**src/rtl/dual_issue_scheduler_pkg.sv**
```systemverilog
// Shared types and instruction field helpers for the dual-issue scheduler.
// Field layout (MSB first): opcode[4], imm flag[1], rd, rs1, rs2 (REG_W each), then unused low bits.
// Helpers take the instruction zero-extended to MAX_INSTR_W plus the actual widths.
package dual_issue_scheduler_pkg;

    localparam int MAX_INSTR_W = 32;
    localparam int MAX_REG_W   = 8;

    localparam logic [3:0] NOP_OPC = 4'h0;

    typedef logic [MAX_INSTR_W-1:0] instr_t;
    typedef logic [MAX_REG_W-1:0]   reg_idx_t;

    // One issued destination as remembered by the hazard window.
    typedef struct packed {
        logic     vld;
        reg_idx_t rd;
    } dest_t;

    function automatic logic [3:0] f_opc(input instr_t instr, input int iw);
        return 4'(instr >> (iw - 4));
    endfunction

    function automatic logic f_imm(input instr_t instr, input int iw);
        instr_t sh;
        sh = instr >> (iw - 5);
        return sh[0];
    endfunction

    function automatic reg_idx_t f_field(input instr_t instr, input int lsb, input int rw);
        instr_t mask;
        mask = (instr_t'(1) << rw) - instr_t'(1);
        return reg_idx_t'((instr >> lsb) & mask);
    endfunction

    function automatic reg_idx_t f_rd(input instr_t instr, input int iw, input int rw);
        return f_field(instr, iw - 5 - rw, rw);
    endfunction

    function automatic reg_idx_t f_rs1(input instr_t instr, input int iw, input int rw);
        return f_field(instr, iw - 5 - 2 * rw, rw);
    endfunction

    function automatic reg_idx_t f_rs2(input instr_t instr, input int iw, input int rw);
        return f_field(instr, iw - 5 - 3 * rw, rw);
    endfunction

    // rs1 is always a source; rs2 only for register-register forms.
    function automatic logic reads_reg(input instr_t instr, input reg_idx_t r,
                                       input int iw, input int rw);
        return (f_rs1(instr, iw, rw) == r) ||
               (!f_imm(instr, iw) && (f_rs2(instr, iw, rw) == r));
    endfunction

endpackage

```
**src/rtl/dual_issue_scheduler_if.sv**
```systemverilog
// Fetch-side push and issue-side result bundle for the dual-issue scheduler.
// master: fetch/downstream driver (pushes pairs, drives stall/flush); slave: the scheduler.
// in_ready is combinational from registered state; all issue outputs are registered.
interface dual_issue_scheduler_if #(parameter int INSTR_W = 16);

    logic               in_valid;
    logic               in_ready;
    logic [INSTR_W-1:0] in_instr0;
    logic [INSTR_W-1:0] in_instr1;
    logic               out_stall;
    logic               flush;
    logic               out_valid0;
    logic               out_valid1;
    logic [INSTR_W-1:0] out_instr0;
    logic [INSTR_W-1:0] out_instr1;
    logic               hazard_stall;

    modport master (
        output in_valid, in_instr0, in_instr1, out_stall, flush,
        input  in_ready, out_valid0, out_valid1, out_instr0, out_instr1, hazard_stall
    );

    modport slave (
        input  in_valid, in_instr0, in_instr1, out_stall, flush,
        output in_ready, out_valid0, out_valid1, out_instr0, out_instr1, hazard_stall
    );

endinterface

```
**src/rtl/dual_issue_scheduler_dest_window.sv**
```systemverilog
// Shift register of recently issued destinations (2 lanes x WINDOW stages) with two source-hit queries.
// Latency: hits are combinational on the registered stages; a new entry is visible the cycle after advance.
// Backpressure: stages hold whenever advance is low (downstream stall or flush).
module dual_issue_scheduler_dest_window
    import dual_issue_scheduler_pkg::*;
#(
    parameter int WINDOW  = 3,
    parameter int INSTR_W = 16,
    parameter int REG_W   = 3
) (
    input  logic   clk,
    input  logic   rst,
    input  logic   advance,
    input  dest_t  issue0,
    input  dest_t  issue1,
    input  instr_t query0,
    input  instr_t query1,
    output logic   hit0,
    output logic   hit1
);

    dest_t stage_q [WINDOW][2];
    dest_t stage_d [WINDOW][2];

    always_comb begin
        stage_d = stage_q;
        if (advance) begin
            stage_d[0][0] = issue0;
            stage_d[0][1] = issue1;
            for (int s = 1; s < WINDOW; s++) begin
                stage_d[s][0] = stage_q[s-1][0];
                stage_d[s][1] = stage_q[s-1][1];
            end
        end
    end

    always_ff @(posedge clk or posedge rst) begin
        if (rst) begin
            for (int s = 0; s < WINDOW; s++) begin
                stage_q[s][0] <= '0;
                stage_q[s][1] <= '0;
            end
        end else begin
            stage_q <= stage_d;
        end
    end

    always_comb begin
        hit0 = 1'b0;
        hit1 = 1'b0;
        for (int s = 0; s < WINDOW; s++) begin
            for (int l = 0; l < 2; l++) begin
                if (stage_q[s][l].vld && reads_reg(query0, stage_q[s][l].rd, INSTR_W, REG_W))
                    hit0 = 1'b1;
                if (stage_q[s][l].vld && reads_reg(query1, stage_q[s][l].rd, INSTR_W, REG_W))
                    hit1 = 1'b1;
            end
        end
    end

endmodule

```
**src/rtl/dual_issue_scheduler.sv**
```systemverilog
// In-order dual-issue scheduler: queues fetched pairs (NOPs dropped) and issues 0/1/2 per cycle past RAW checks.
// Latency: entry pushed at edge N can issue at edge N+1; outputs, hazard_stall and count are registered.
// Backpressure: in_ready while >=2 slots free; out_stall freezes issue/window but still accepts pushes; flush wins.
// Ports: clk, rst (async, active-high); bus (slave modport) carries push pair, stall/flush and both issue lanes.
module dual_issue_scheduler
    import dual_issue_scheduler_pkg::*;
#(
    parameter int INSTR_W = 16,
    parameter int REG_W   = 3,
    parameter int WINDOW  = 3,
    parameter int QDEPTH  = 4
) (
    input  logic                  clk,
    input  logic                  rst,
    dual_issue_scheduler_if.slave bus
);

    localparam int PTR_W = $clog2(QDEPTH);
    localparam int CNT_W = PTR_W + 1;

    typedef logic [INSTR_W-1:0] word_t;

    word_t            mem_q [QDEPTH];
    word_t            mem_d [QDEPTH];
    logic [PTR_W-1:0] rd_ptr_q, rd_ptr_d;
    logic [PTR_W-1:0] wr_ptr_q, wr_ptr_d;
    logic [CNT_W-1:0] count_q, count_d;
    logic             out_valid0_q, out_valid0_d;
    logic             out_valid1_q, out_valid1_d;
    word_t            out_instr0_q, out_instr0_d;
    word_t            out_instr1_q, out_instr1_d;
    logic             hazard_stall_q, hazard_stall_d;

    logic [PTR_W-1:0] rd_ptr_nx;
    logic [PTR_W-1:0] wr_ptr_1;
    word_t            h0, h1;
    logic             h0_ex, h1_ex;
    reg_idx_t         h0_rd, h1_rd;
    logic             hit0, hit1;
    logic             ok0, ok1;
    logic             advance;
    logic             accept, push0, push1;
    logic [1:0]       n_push, n_pop;
    dest_t            issue0, issue1;

    assign bus.in_ready = (count_q <= CNT_W'(QDEPTH - 2));

    // Head pair and occupancy.
    assign rd_ptr_nx = rd_ptr_q + PTR_W'(1);
    assign h0        = mem_q[rd_ptr_q];
    assign h1        = mem_q[rd_ptr_nx];
    assign h0_ex     = (count_q != '0);
    assign h1_ex     = (count_q >= CNT_W'(2));
    assign h0_rd     = f_rd(instr_t'(h0), INSTR_W, REG_W);
    assign h1_rd     = f_rd(instr_t'(h1), INSTR_W, REG_W);

    // Lane 1 additionally must not read or overwrite lane 0's destination.
    assign ok0 = h0_ex && !hit0;
    assign ok1 = ok0 && h1_ex && !hit1 &&
                 !reads_reg(instr_t'(h1), h0_rd, INSTR_W, REG_W) &&
                 (h1_rd != h0_rd);

    assign advance = !bus.out_stall && !bus.flush;

    assign accept = bus.in_valid && bus.in_ready && !bus.flush;
    assign push0  = accept && (f_opc(instr_t'(bus.in_instr0), INSTR_W) != NOP_OPC);
    assign push1  = accept && (f_opc(instr_t'(bus.in_instr1), INSTR_W) != NOP_OPC);
    assign n_push = 2'(push0) + 2'(push1);
    assign n_pop  = advance ? (2'(ok0) + 2'(ok1)) : 2'd0;

    // A lone younger instruction lands in the first free slot.
    assign wr_ptr_1 = wr_ptr_q + PTR_W'(push0);

    assign issue0 = '{vld: ok0, rd: h0_rd};
    assign issue1 = '{vld: ok1, rd: h1_rd};

    dual_issue_scheduler_dest_window #(
        .WINDOW  (WINDOW),
        .INSTR_W (INSTR_W),
        .REG_W   (REG_W)
    ) u_dest_window (
        .clk     (clk),
        .rst     (rst),
        .advance (advance),
        .issue0  (issue0),
        .issue1  (issue1),
        .query0  (instr_t'(h0)),
        .query1  (instr_t'(h1)),
        .hit0    (hit0),
        .hit1    (hit1)
    );

    always_comb begin
        mem_d = mem_q;
        if (push0) mem_d[wr_ptr_q] = bus.in_instr0;
        if (push1) mem_d[wr_ptr_1] = bus.in_instr1;

        rd_ptr_d = rd_ptr_q + PTR_W'(n_pop);
        wr_ptr_d = wr_ptr_q + PTR_W'(n_push);
        count_d  = count_q + CNT_W'(n_push) - CNT_W'(n_pop);

        out_valid0_d   = out_valid0_q;
        out_valid1_d   = out_valid1_q;
        out_instr0_d   = out_instr0_q;
        out_instr1_d   = out_instr1_q;
        hazard_stall_d = h0_ex && !ok0 && advance;

        if (bus.flush) begin
            rd_ptr_d     = '0;
            wr_ptr_d     = '0;
            count_d      = '0;
            out_valid0_d = 1'b0;
            out_valid1_d = 1'b0;
            out_instr0_d = '0;
            out_instr1_d = '0;
        end else if (advance) begin
            out_valid0_d = ok0;
            out_valid1_d = ok1;
            out_instr0_d = ok0 ? h0 : '0;
            out_instr1_d = ok1 ? h1 : '0;
        end
    end

    always_ff @(posedge clk or posedge rst) begin
        if (rst) begin
            for (int i = 0; i < QDEPTH; i++) mem_q[i] <= '0;
            rd_ptr_q       <= '0;
            wr_ptr_q       <= '0;
            count_q        <= '0;
            out_valid0_q   <= 1'b0;
            out_valid1_q   <= 1'b0;
            out_instr0_q   <= '0;
            out_instr1_q   <= '0;
            hazard_stall_q <= 1'b0;
        end else begin
            mem_q          <= mem_d;
            rd_ptr_q       <= rd_ptr_d;
            wr_ptr_q       <= wr_ptr_d;
            count_q        <= count_d;
            out_valid0_q   <= out_valid0_d;
            out_valid1_q   <= out_valid1_d;
            out_instr0_q   <= out_instr0_d;
            out_instr1_q   <= out_instr1_d;
            hazard_stall_q <= hazard_stall_d;
        end
    end

    assign bus.out_valid0   = out_valid0_q;
    assign bus.out_valid1   = out_valid1_q;
    assign bus.out_instr0   = out_instr0_q;
    assign bus.out_instr1   = out_instr1_q;
    assign bus.hazard_stall = hazard_stall_q;

endmodule

```
**src/flat_wrapper.sv**
```systemverilog
// flat-port wrapper written by rule: the top's interface ports become plain ports
module dual_issue_scheduler_flat import dual_issue_scheduler_pkg::*;
#(
    parameter int INSTR_W = 16,
    parameter int REG_W   = 3,
    parameter int WINDOW  = 3,
    parameter int QDEPTH  = 4
)
  (clk, rst, bus_in_valid, bus_in_instr0, bus_in_instr1, bus_out_stall, bus_flush, bus_in_ready, bus_out_valid0, bus_out_valid1, bus_out_instr0, bus_out_instr1, bus_hazard_stall);
  dual_issue_scheduler_if #(.INSTR_W(INSTR_W)) bus_i ();
  input  logic clk;
  input  logic rst;
  input wire logic [$bits(bus_i.in_valid)-1:0] bus_in_valid;
  input wire logic [$bits(bus_i.in_instr0)-1:0] bus_in_instr0;
  input wire logic [$bits(bus_i.in_instr1)-1:0] bus_in_instr1;
  input wire logic [$bits(bus_i.out_stall)-1:0] bus_out_stall;
  input wire logic [$bits(bus_i.flush)-1:0] bus_flush;
  output wire logic [$bits(bus_i.in_ready)-1:0] bus_in_ready;
  output wire logic [$bits(bus_i.out_valid0)-1:0] bus_out_valid0;
  output wire logic [$bits(bus_i.out_valid1)-1:0] bus_out_valid1;
  output wire logic [$bits(bus_i.out_instr0)-1:0] bus_out_instr0;
  output wire logic [$bits(bus_i.out_instr1)-1:0] bus_out_instr1;
  output wire logic [$bits(bus_i.hazard_stall)-1:0] bus_hazard_stall;
  assign bus_i.in_valid = bus_in_valid;
  assign bus_i.in_instr0 = bus_in_instr0;
  assign bus_i.in_instr1 = bus_in_instr1;
  assign bus_i.out_stall = bus_out_stall;
  assign bus_i.flush = bus_flush;
  assign bus_in_ready = bus_i.in_ready;
  assign bus_out_valid0 = bus_i.out_valid0;
  assign bus_out_valid1 = bus_i.out_valid1;
  assign bus_out_instr0 = bus_i.out_instr0;
  assign bus_out_instr1 = bus_i.out_instr1;
  assign bus_hazard_stall = bus_i.hazard_stall;
  dual_issue_scheduler #(.INSTR_W(INSTR_W), .REG_W(REG_W), .WINDOW(WINDOW), .QDEPTH(QDEPTH)) u_core (.clk(clk), .rst(rst), .bus(bus_i));
endmodule
```
**config.mk**
```make
export PLATFORM = sky130hd
export DESIGN_NAME = dual_issue_scheduler_flat
export DESIGN_NICKNAME = d
export VERILOG_FILES = /design/src/rtl/dual_issue_scheduler_pkg.sv /design/src/rtl/dual_issue_scheduler_if.sv /design/src/rtl/dual_issue_scheduler_dest_window.sv /design/src/rtl/dual_issue_scheduler.sv /design/src/flat_wrapper.sv
export SDC_FILE = /design/constraint.sdc
export NUM_CORES = 1
export LEC_CHECK = 0
export CORE_MARGIN = 3
export CORE_UTILIZATION = 50
export DETAILED_ROUTE_END_ITERATION = 7
export PLACE_DENSITY_LB_ADDON = 0.05
export SLEW_MARGIN = 0
export SYNTH_ARGS = -nofsm -noshare
export SYNTH_HDL_FRONTEND = slang
export SYNTH_SLANG_ARGS = --single-unit
export TNS_END_PERCENT = 30
```
**constraint.sdc**
```tcl
create_clock -name clk -period 10.4 [get_ports clk]
set_input_delay 1.56 -clock clk [delete_from_list [all_inputs] [get_ports clk]]
set_output_delay 1.56 -clock clk [all_outputs]
set_load 0.03 [all_outputs]
```
Word-level counts from Yosys, hierarchy flattened
Cells that the tools add are included.
{"block": "totals", "in_bits": 37, "out_inout_bits": 36, "elab_cells": 175, "regBits": 130}
{"block": "classes", "n_eq_ne": 27, "bitwise": 4, "add_sub_neg": 8, "n_mux": 40, "magnitude_cmp": 8, "n_reduce_logical": 64}
{"operator": "2-to-1 mux 16 bit", "n": 12}
{"operator": "bitwise mux 64 bit", "n": 2}
{"operator": "2-to-1 mux 64 bit", "n": 2}
{"operator": "equality test 3 bit", "n": 26}
{"operator": "binary-select mux 16 bit (select 2 bit)", "n": 2}
{"operator": "demux 16 bit (select 2 bit)", "n": 2}
{"operator": "logical AND 1 bit", "n": 39}
{"operator": "2-to-1 mux 1 bit", "n": 16}
{"operator": "logical OR 1 bit", "n": 13}
{"operator": ">= comparator 3 bit, second input constant", "n": 4}
{"operator": "NOT 2 -> 3 bit", "n": 4}
{"operator": "zero test 1 bit", "n": 8}
{"operator": "nonzero test 4 bit", "n": 2}
{"operator": "less-than comparator 3 x 1 -> 1 bit, second input constant", "n": 2}
{"operator": "2-to-1 mux 2 bit", "n": 3}
{"operator": "adder 1 x 1 -> 2 bit", "n": 2}
{"operator": "adder 2 bit", "n": 2}
{"operator": "adder 3 x 2 -> 3 bit", "n": 1}
{"operator": ">= comparator 3 x 2 -> 1 bit, second input constant", "n": 1}
{"operator": "less-or-equal comparator 3 x 2 -> 1 bit, second input constant", "n": 1}
{"operator": "2-to-1 mux 3 bit", "n": 1}
{"operator": "!= test 3 bit", "n": 1}
{"operator": "nonzero test 3 bit", "n": 1}
{"operator": "subtractor 3 x 2 -> 3 bit", "n": 1}
{"operator": "other kinds (3)", "n": 3}

Longest topological paths before layout
{"block": "depth", "ltp_word": 24, "ltp_mapped": 19, "depth_no_buf": 16}

Modules after synthesis
Synthesis repeated with hierarchy kept, for this count alone.
{"block": "unflattened", "cells_unflattened": 742, "area_unflattened_um2": 8841.0}
{"mod": "dual_issue_scheduler", "area_per_inst_um2": 5725.5, "instances": 1, "seq_area_each_um2": 2652.5, "cells_per_inst": 481}
{"mod": "dual_issue_scheduler_dest_window", "area_per_inst_um2": 3115.5, "instances": 1, "seq_area_each_um2": 1351.3, "cells_per_inst": 261}

Worst setup path before layout
Ideal clock, no wire load.
{"block": "synth_path", "path_kind": "register to register", "startpoint": "register u_core.rd_ptr_q[0]", "endpoint": "register u_core.count_q[2]", "setup_ns": 0.131, "path_stages_with_launch": 18, "required_ns": 10.269, "synth_period_minus_slack_ns": 4.065, "setup_slack_ns": 6.335, "arrival_time_ns": 3.934, "n_path_buf": 3, "path_cell_list": "dfrtp_1 -> buf_6 -> mux4_1 -> buf_6 -> xnor2_1 -> nand4_1 -> o31ai_1 -> a2111oi_2 -> nand4_2 -> inv_2 -> buf_6 -> ha_1 -> and2_1 -> fa_1 -> fa_1 -> xnor2_1 -> xnor2_1 -> nor2_1"}
{"block": "synth_via", "elab_chain_cells": 24, "word_cells_on_any_way": 100, "cone_classes": "3 x add/sub; 27 x eq/ne; 20 x mux; 2 x bitwise; 48 x reduce/logical"}
{"element": "from (decl)", "line_no": "dual_issue_scheduler.sv:25", "source": "logic [PTR_W-1:0] rd_ptr_q, rd_ptr_d;"}
{"element": "from (signal assigned)", "line_no": "dual_issue_scheduler.sv:137", "source": "rd_ptr_q <= rd_ptr_d;"}
{"element": "branches (longest 19 deep; another with adder 2 x 1 -> 2 bit)"}
{"element": "logical AND 1 bit (*)", "line_no": "dual_issue_scheduler.sv:60", "source": "!reads_reg(instr_t'(h1), h0_rd, INSTR_W, REG_W) &&"}
{"element": "via u_core.ok1", "line_no": "dual_issue_scheduler.sv:40", "source": "logic ok0, ok1;"}
{"element": "adder 1 x 1 -> 2 bit (*)", "line_no": "dual_issue_scheduler.sv:69", "source": "assign n_pop = advance ? (2'(ok0) + 2'(ok1)) : 2'd0;"}
{"element": "2-to-1 mux 2 bit (*)", "line_no": "dual_issue_scheduler.sv:69"}
{"element": "subtractor 3 x 2 -> 3 bit (*)", "line_no": "dual_issue_scheduler.sv:100", "source": "count_d = count_q + CNT_W'(n_push) - CNT_W'(n_pop);"}
{"element": "2-to-1 mux 3 bit (*)", "line_no": "dual_issue_scheduler.sv:108", "source": "if (bus.flush) begin"}
{"element": "via u_core.count_d[2]", "line_no": "dual_issue_scheduler.sv:27", "source": "logic [CNT_W-1:0] count_q, count_d;"}
{"element": "to (signal assigned)", "line_no": "dual_issue_scheduler.sv:139", "source": "count_q <= count_d;"}
{"element": "to (decl)", "line_no": "dual_issue_scheduler.sv:27"}
Mark *: on every way through the listed nets, which the timed path passes. The select of a mux whose other input is x is not followed.
A chain may end at the register's enable or synchronous reset.

Final worst setup path
{"block": "layout_path", "startpoint": "register u_core.rd_ptr_q[0]", "endpoint": "register u_core.count_q[2]"}
{"block": "layout_via", "elab_chain_cells": 24, "word_cells_on_any_way": 100, "cone_classes": "3 x add/sub; 27 x eq/ne; 20 x mux; 2 x bitwise; 48 x reduce/logical"}
{"element": "branches (longest 20 deep; another with adder 2 x 1 -> 2 bit)"}
{"element": "adder 1 x 1 -> 2 bit (*)", "line_no": "dual_issue_scheduler.sv:69"}
{"element": "2-to-1 mux 2 bit (*)", "line_no": "dual_issue_scheduler.sv:69"}
{"element": "subtractor 3 x 2 -> 3 bit (*)", "line_no": "dual_issue_scheduler.sv:100"}
{"element": "2-to-1 mux 3 bit (*)", "line_no": "dual_issue_scheduler.sv:108"}
{"element": "via u_core.count_d[2]", "line_no": "dual_issue_scheduler.sv:27"}
Marked as above.

==> results.ini <==
[status]
status = finished clean

[logic_synthesis]
yosysUniqueCellTypes = 42
synth_top_family_by_area = multiplexers
synth-compound-area-share = 0.0986
syn-cell-area_sq_um = 7680
synthCells = 759
yosys.area_share.xor_xnor = 0.104
synthAdderAreaFrac = 0.0134
syn_nets = 803
ys_warn_count = 0
synth_simple_gate_area_share = 0.119
yosysSeqAreaShare = 0.424
ys_ff_latch = 130
synth_area_per_cell_sq_um = 10.1
synth.area.mux_share = 0.186

[detailed_routing]
num_vias = 5773
vias_per_cell = 5.84
post_drt_wl_per_cell_um = 20.6
drt-initial-drc-count = 507
wl_um = 20400
post-route-drc-count = 0
drtPass1Iterations = 6
ant_nets = 0

[grt]
grt_first_pass_wirelength_um = 32300
grt_antenna_before_repair = 0
grt_max_degree = 74
grt_use_total = 0.251
grt_overflow_total = 0
grt_pass1_vias = 5705

[placed_design]
dp_hpwl_um = 13800
place.gp.congestion = 0.854
numPortBuffers = 72

[floorplan]
start_util = 0.520
num_rows = 44
ios = 73
die_area_sq_um = 16900
die_w_um = 130
core_sq_um = 14800
die_height_um = 130

[clock_tree]
clock_latency_ns = 0.42
cts_made_buffers = 17
post_cts_buffers = 0
root_buffer = clkbuf_16
h-tree-depth = 4
cts-resized-gates = 0
cts.sinks = 130
cts.path.max_buffers = 2
cts_tree = done
ctsHoldBuffers = 0
path_clk_slew_ns = 0.06

[cells_and_area]
layout_commonest_cell = dfrtp_1
antennaDiodeCount = 0
final_cell_mix = dfrtp_1, nand2_1, xnor2_1
fin_util = 0.610
fillers = 1229
nets = 835
drive_gt1_frac = 0.106
areaGrowthSynthToFinish_pct = 17.2

[sta]
tns_ns = 0
worst_hold_slack_ns = 0.472
post-route-min-period_ns = 5.36
slew_headroom = 0.119
worst_pin_slew_ns = 1.29
max_freq_ghz = 0.186
post-route-period-util = 0.516
maxSlewViolCount = 0
fin_skew_ns = 0.00794
setup_viol = 0
rsz0062_at_grt = no
hold_viol = 0

[critical_path]
reg2reg_from = u_core.rd_ptr_q[0]
cpPeakStageDelay_ns = 0.91
worst_r2r_endpoint = u_core.count_q[2]
critPathRequiredTime_ns = 10.69
worst_path_max_delay_cell = mux4_1
worst_r2r_path_depth = 15
worstSetupEndpointType = register
cp_common_cell = xnor2_1
crit_type = register to register
crit_chain = buf_4, mux4_1, xnor2_1, nand3_1, a21boi_0, a2111oi_0, nand4_2, inv_2, ha_1, and2_1, fa_1, fa_1, xnor2_1, xnor2_1, nor2_1
worst_setup_path_start_kind = register
crit_path_max_fanout = 28
arrival_ns = 5.65
r2r_slack_ns = 5.04

[power]
power_density_nw_per_um2 = 339
leakage_nw = 3.85
peakVddDrop_v = 0.000165

[hold_path]
hold_class = register to register
worstHoldEndpoint = u_core.bus.out_valid0
hold-path-cell-count = 2
hold_start = u_core.bus.out_valid0

[job]
maxCapViolations = 0

kinds of logic after synthesis:
kind of cell	after synthesis
fa+ha+maj	7
buf+inv	89
mux	102
xor+xnor	91
flops	130
simple gates	216
compound gates	124
cell usage after synthesis (all sizes together):
library cell / number / area [sq um]
dfrtp: 130 / 3250
nand2: 126 / 473
xnor2: 76 / 666
mux2i: 68 / 681
o21ai: 57 / 285
nor2: 48 / 180
clkbuf: 43 / 163
a21oi: 35 / 175
mux4: 30 / 702
buf: 27 / 196
inv: 19 / 71.3
xor2: 15 / 131
nand3: 14 / 70.1
nand4: 13 / 87.6
a32o: 12 / 121
a21boi: 8 / 60.1
ha: 5 / 62.6
mux2: 4 / 45.0
nor2b: 4 / 25.0
o31ai: 4 / 30.0
a2111oi: 3 / 38.8
nor4: 3 / 25.0
and2: 2 / 12.5
fa: 2 / 40.0
nand3b: 2 / 15.0
nor3: 2 / 10.0
o211ai: 2 / 15.0
a41oi: 1 / 16.3
o22ai: 1 / 6.26
o311ai: 1 / 8.76
or2: 1 / 6.26
or3: 1 / 6.26
per-stage QoR:
stage               cell area [sq um]  instances  power, mW  setup slack, ns
floorplan                        7680        759       2.07             5.37
global placement                 8380        956       2.37             5.05
detailed placement               8380        956       2.42             4.99
CTS                              9000        988       3.05             4.99
global route                     9000        988       3.24             4.71
finish                           9000        988       3.05             5.04
worst max-delay path: cells and delay by family, from the launching register on:
kind                       cells  cell delay [ns]
adders and majority gates      3             1.11
muxes                          1             0.91
buffers and inverters          2             0.80
and+or+nand+nor                4             0.70
AOI/OAI and AO/OA              2             0.61
DFF                            1             0.55
xor gates and xnor gates       3             0.53
flip-flops by register name, summed over array words and instances, names as in the netlist:
signal / flops
u_core.bus.out_valid1: 1
u_core.bus.hazard_stall: 1
u_core.bus.out_instr1: 16
u_core.wr_ptr_q: 2
u_core.bus.out_valid0: 1
u_core.mem_q: 64
u_core.count_q: 3
u_core.u_dest_window.stage_q: 24
u_core.bus.out_instr0: 16
u_core.rd_ptr_q: 2
routing by layer:
layer | up-vias | global-route usage | part of all wire
li1 | 2678 | - | -
met1 | 2891 | 0.347 | 0.45
met2 | 177 | 0.408 | 0.49
met3 | 27 | 0.0487 | 0.043
met4 | 0 | 0.0672 | 0.013
met5 | - | 0 | 0
power breakdown:
part           internal (mW)  switching (mW)  leakage, nW
combinational          0.682           0.810         1.87
sequential             0.708           0.224         1.67
clock                  0.396           0.229        0.298
area by class of cell:
| type | instances | area (sq um) | share of cell area |
|---|---|---|---|
| Inverter | 19 | 73.8 | 0.00820 |
| Sequential cell | 130 | 3250 | 0.362 |
| Timing Repair Buffer | 83 | 803 | 0.0893 |
| Multi-Input combinational cell | 540 | 4020 | 0.446 |
| Tap cell | 184 | 230 | 0.0256 |
| Clock inverter | 12 | 154 | 0.0171 |
| Clock buffer | 20 | 467 | 0.0519 |
how the worst max path moves through the flow:
stage	start	end	cells past startpoint
2_1_floorplan	rst	u_core.bus.hazard_stall	1
3_3_place_gp	u_core.rd_ptr_q[0]	u_core.count_q[2]	15
3_5_place_dp	u_core.rd_ptr_q[0]	u_core.count_q[2]	15
4_1_cts	u_core.rd_ptr_q[0]	u_core.count_q[2]	15
5_1_grt	u_core.rd_ptr_q[0]	u_core.count_q[2]	15
6_report	u_core.rd_ptr_q[0]	u_core.count_q[2]	15
(Power assumes the default switching activity.)
==> RTL edit: new RTL, same settings <==
Make the reset (`rst`) synchronous in 2 clocked blocks. Comments in the files are not updated.
--- a/src/rtl/dual_issue_scheduler_dest_window.sv
+++ b/src/rtl/dual_issue_scheduler_dest_window.sv
@@ -34,7 +34,7 @@
         end
     end
 
-    always_ff @(posedge clk or posedge rst) begin
+    always_ff @(posedge clk) begin
         if (rst) begin
             for (int s = 0; s < WINDOW; s++) begin
                 stage_q[s][0] <= '0;
--- a/src/rtl/dual_issue_scheduler.sv
+++ b/src/rtl/dual_issue_scheduler.sv
@@ -121,7 +121,7 @@
         end
     end
 
-    always_ff @(posedge clk or posedge rst) begin
+    always_ff @(posedge clk) begin
         if (rst) begin
             for (int i = 0; i < QDEPTH; i++) mem_q[i] <= '0;
             rd_ptr_q       <= '0;
Function: differs if rst is asserted again (counterexample within 4 cycles, from zero or initial values and one cycle with rst high); with rst held inactive, the same outputs for 4 cycles.
==> RTL edit against the unedited design <==
- cell area fell by 4.4%
- synthesized area fell by 4.0%
- wire length fell by 3.4%
- global-route usage fell by 0.55 points
- critical endpoint is now u_core.count_q[2]
- sequential cell count did not move
- setup slack improved by 0.53 ns
Power is not compared: it rests on default switching activity, and its combinational part moved more than twofold at a synthesized area within 25%.
==> RTL edit: results (changes against the unedited design) <==
[final_layout]
instances_no_fill=1034  ; +4.7%
top_regs=u_core.mem_q: 64 flops, u_core.u_dest_window.stage_q: 24 flops
num_antenna_cells=0  ; unchanged
layout.nets=886  ; +6.1%
layout-drive-gt1-share_pct=10.8  ; +0.20 points
fillers=1212  ; -1.4%

[place]
numPortBuffers=72  ; unchanged
place.gp.congestion=0.866  ; +1.4%
dp_worst_setup_slack_ns=5.62  ; +0.625 ns
dpl_cell_area_um2=8010  ; -4.4%
dp_hpwl_um=13400  ; -2.9%

[sta]
skew_ns=0.00910  ; +0.00116 ns
setup_violations=0  ; unchanged
relSlewSlack_pct=21.6  ; +9.8 points

[outcome]
outcome=finished, final reports clean

[grt]
track_usage_pct=24.5  ; -0.55 points
grt_pass1_wl_um=31300  ; -2.9%
grt_start_max_net_pins=92  ; +24%
first_global_vias=5734  ; +0.51%

[synthesis]
yosysWarnings=0  ; unchanged
yosys-top-cells-area=dfxtp_1, mux2i_1, xnor2_1, a211oi_1, nand2_1
synthArstFlopShare_pct=0  ; -100 points
netlist_top_cells_count=dfxtp_1, nand2_1, nor2_1
syn_inst=822  ; +8.3%
ys_seq_area_share_pct=35.3  ; -7.1 points
synth_cell_types=45  ; +7.1%
syn_nets=866  ; +7.8%

[power]
powerSeq_uw=534
power_leader=the clock network
comb_cell_power_uw=204
p_leak_uw=0.00321

[drt]
routedWlPerCell_um=19.0  ; -7.7%
drtIter0Drc=419  ; -17%
via_per_inst=5.75  ; -1.6%
first_pass_iters=5  ; -1

[worst_setup_path]
critical_path.top_delay_family=simple AND/OR/NAND/NOR gates
path_max_fanout=53  ; +89%
cp_slowest_cell=mux4_2
critPathMaxStageDelay_ns=0.75  ; -0.16 ns
worstPathArrival_ns=5.14  ; -0.51 ns

[cts]
clock_latency_ns=0.42  ; about the same
root_buffer=clkbuf_16
path_clk_slew_ns=0.06  ; about the same
cts_made_buffers=17  ; unchanged

RTL edit: changes by cell type in the layout (fill, tap and decap cells not counted), sizes merged, moves of 15 or more:
| cell | unedited run | this run |
|---|---|---|
| dfrtp | 130 | 0 |
| dfxtp | 0 | 130 |
| a211oi | 0 | 64 |
| nor2 | 48 | 84 |
| nand2 | 126 | 104 |
| o21ai | 57 | 38 |
| xnor2 | 76 | 59 |
| xor2 | 15 | 30 |
RTL edit: final cells by class:
| class | instances | area (um2) | area share (%) |
|---|---|---|---|
| inverters | 13 | 48.8 | 0.567 |
| well taps | 180 | 225 | 2.62 |
| flip-flops and latches | 130 | 2610 | 30.3 |
| clock buffers | 21 | 460 | 5.35 |
| multi-input cells | 597 | 4340 | 50.4 |
| repair buffers | 83 | 798 | 9.27 |
| clock inverters | 10 | 134 | 1.56 |
RTL edit: worst paths after layout:
kind | startpoint | to | slack (ns) | depth (start not counted)
min reg2reg | u_core.bus.out_valid0 | u_core.bus.out_valid0 | 0.44 | 2
min | u_core.bus.out_valid0 | u_core.bus.out_valid0 | 0.44 | 2
max | u_core.rd_ptr_q[0] | u_core.count_q[2] | 5.57 | 17
max reg2reg | u_core.rd_ptr_q[0] | u_core.count_q[2] | 5.57 | 17
RTL edit: cell families (layout without fill, tap and decap cells):
logic type               Yosys count  count (layout)  synth area share [%]
adder cells (fa/ha/maj)            7               7                  1.39
AO/OA/AOI/OAI                    161             161                  15.5
multiplexers                     107             107                  17.6
XOR/XNOR                          89              89                  10.6
flip-flops                       130             130                  35.3
AND/OR/NAND/NOR                  233             233                  13.6
buffers and inverters             95             127                  5.99
RTL edit: layer usage:
layer	global-route usage [%]	routed length (um)	share of wire (%)
met4	7.51	294	1.5
met3	4.56	828	4.2
met1	34.1	9440	48
met5	0	0	0
met2	38.8	9110	46
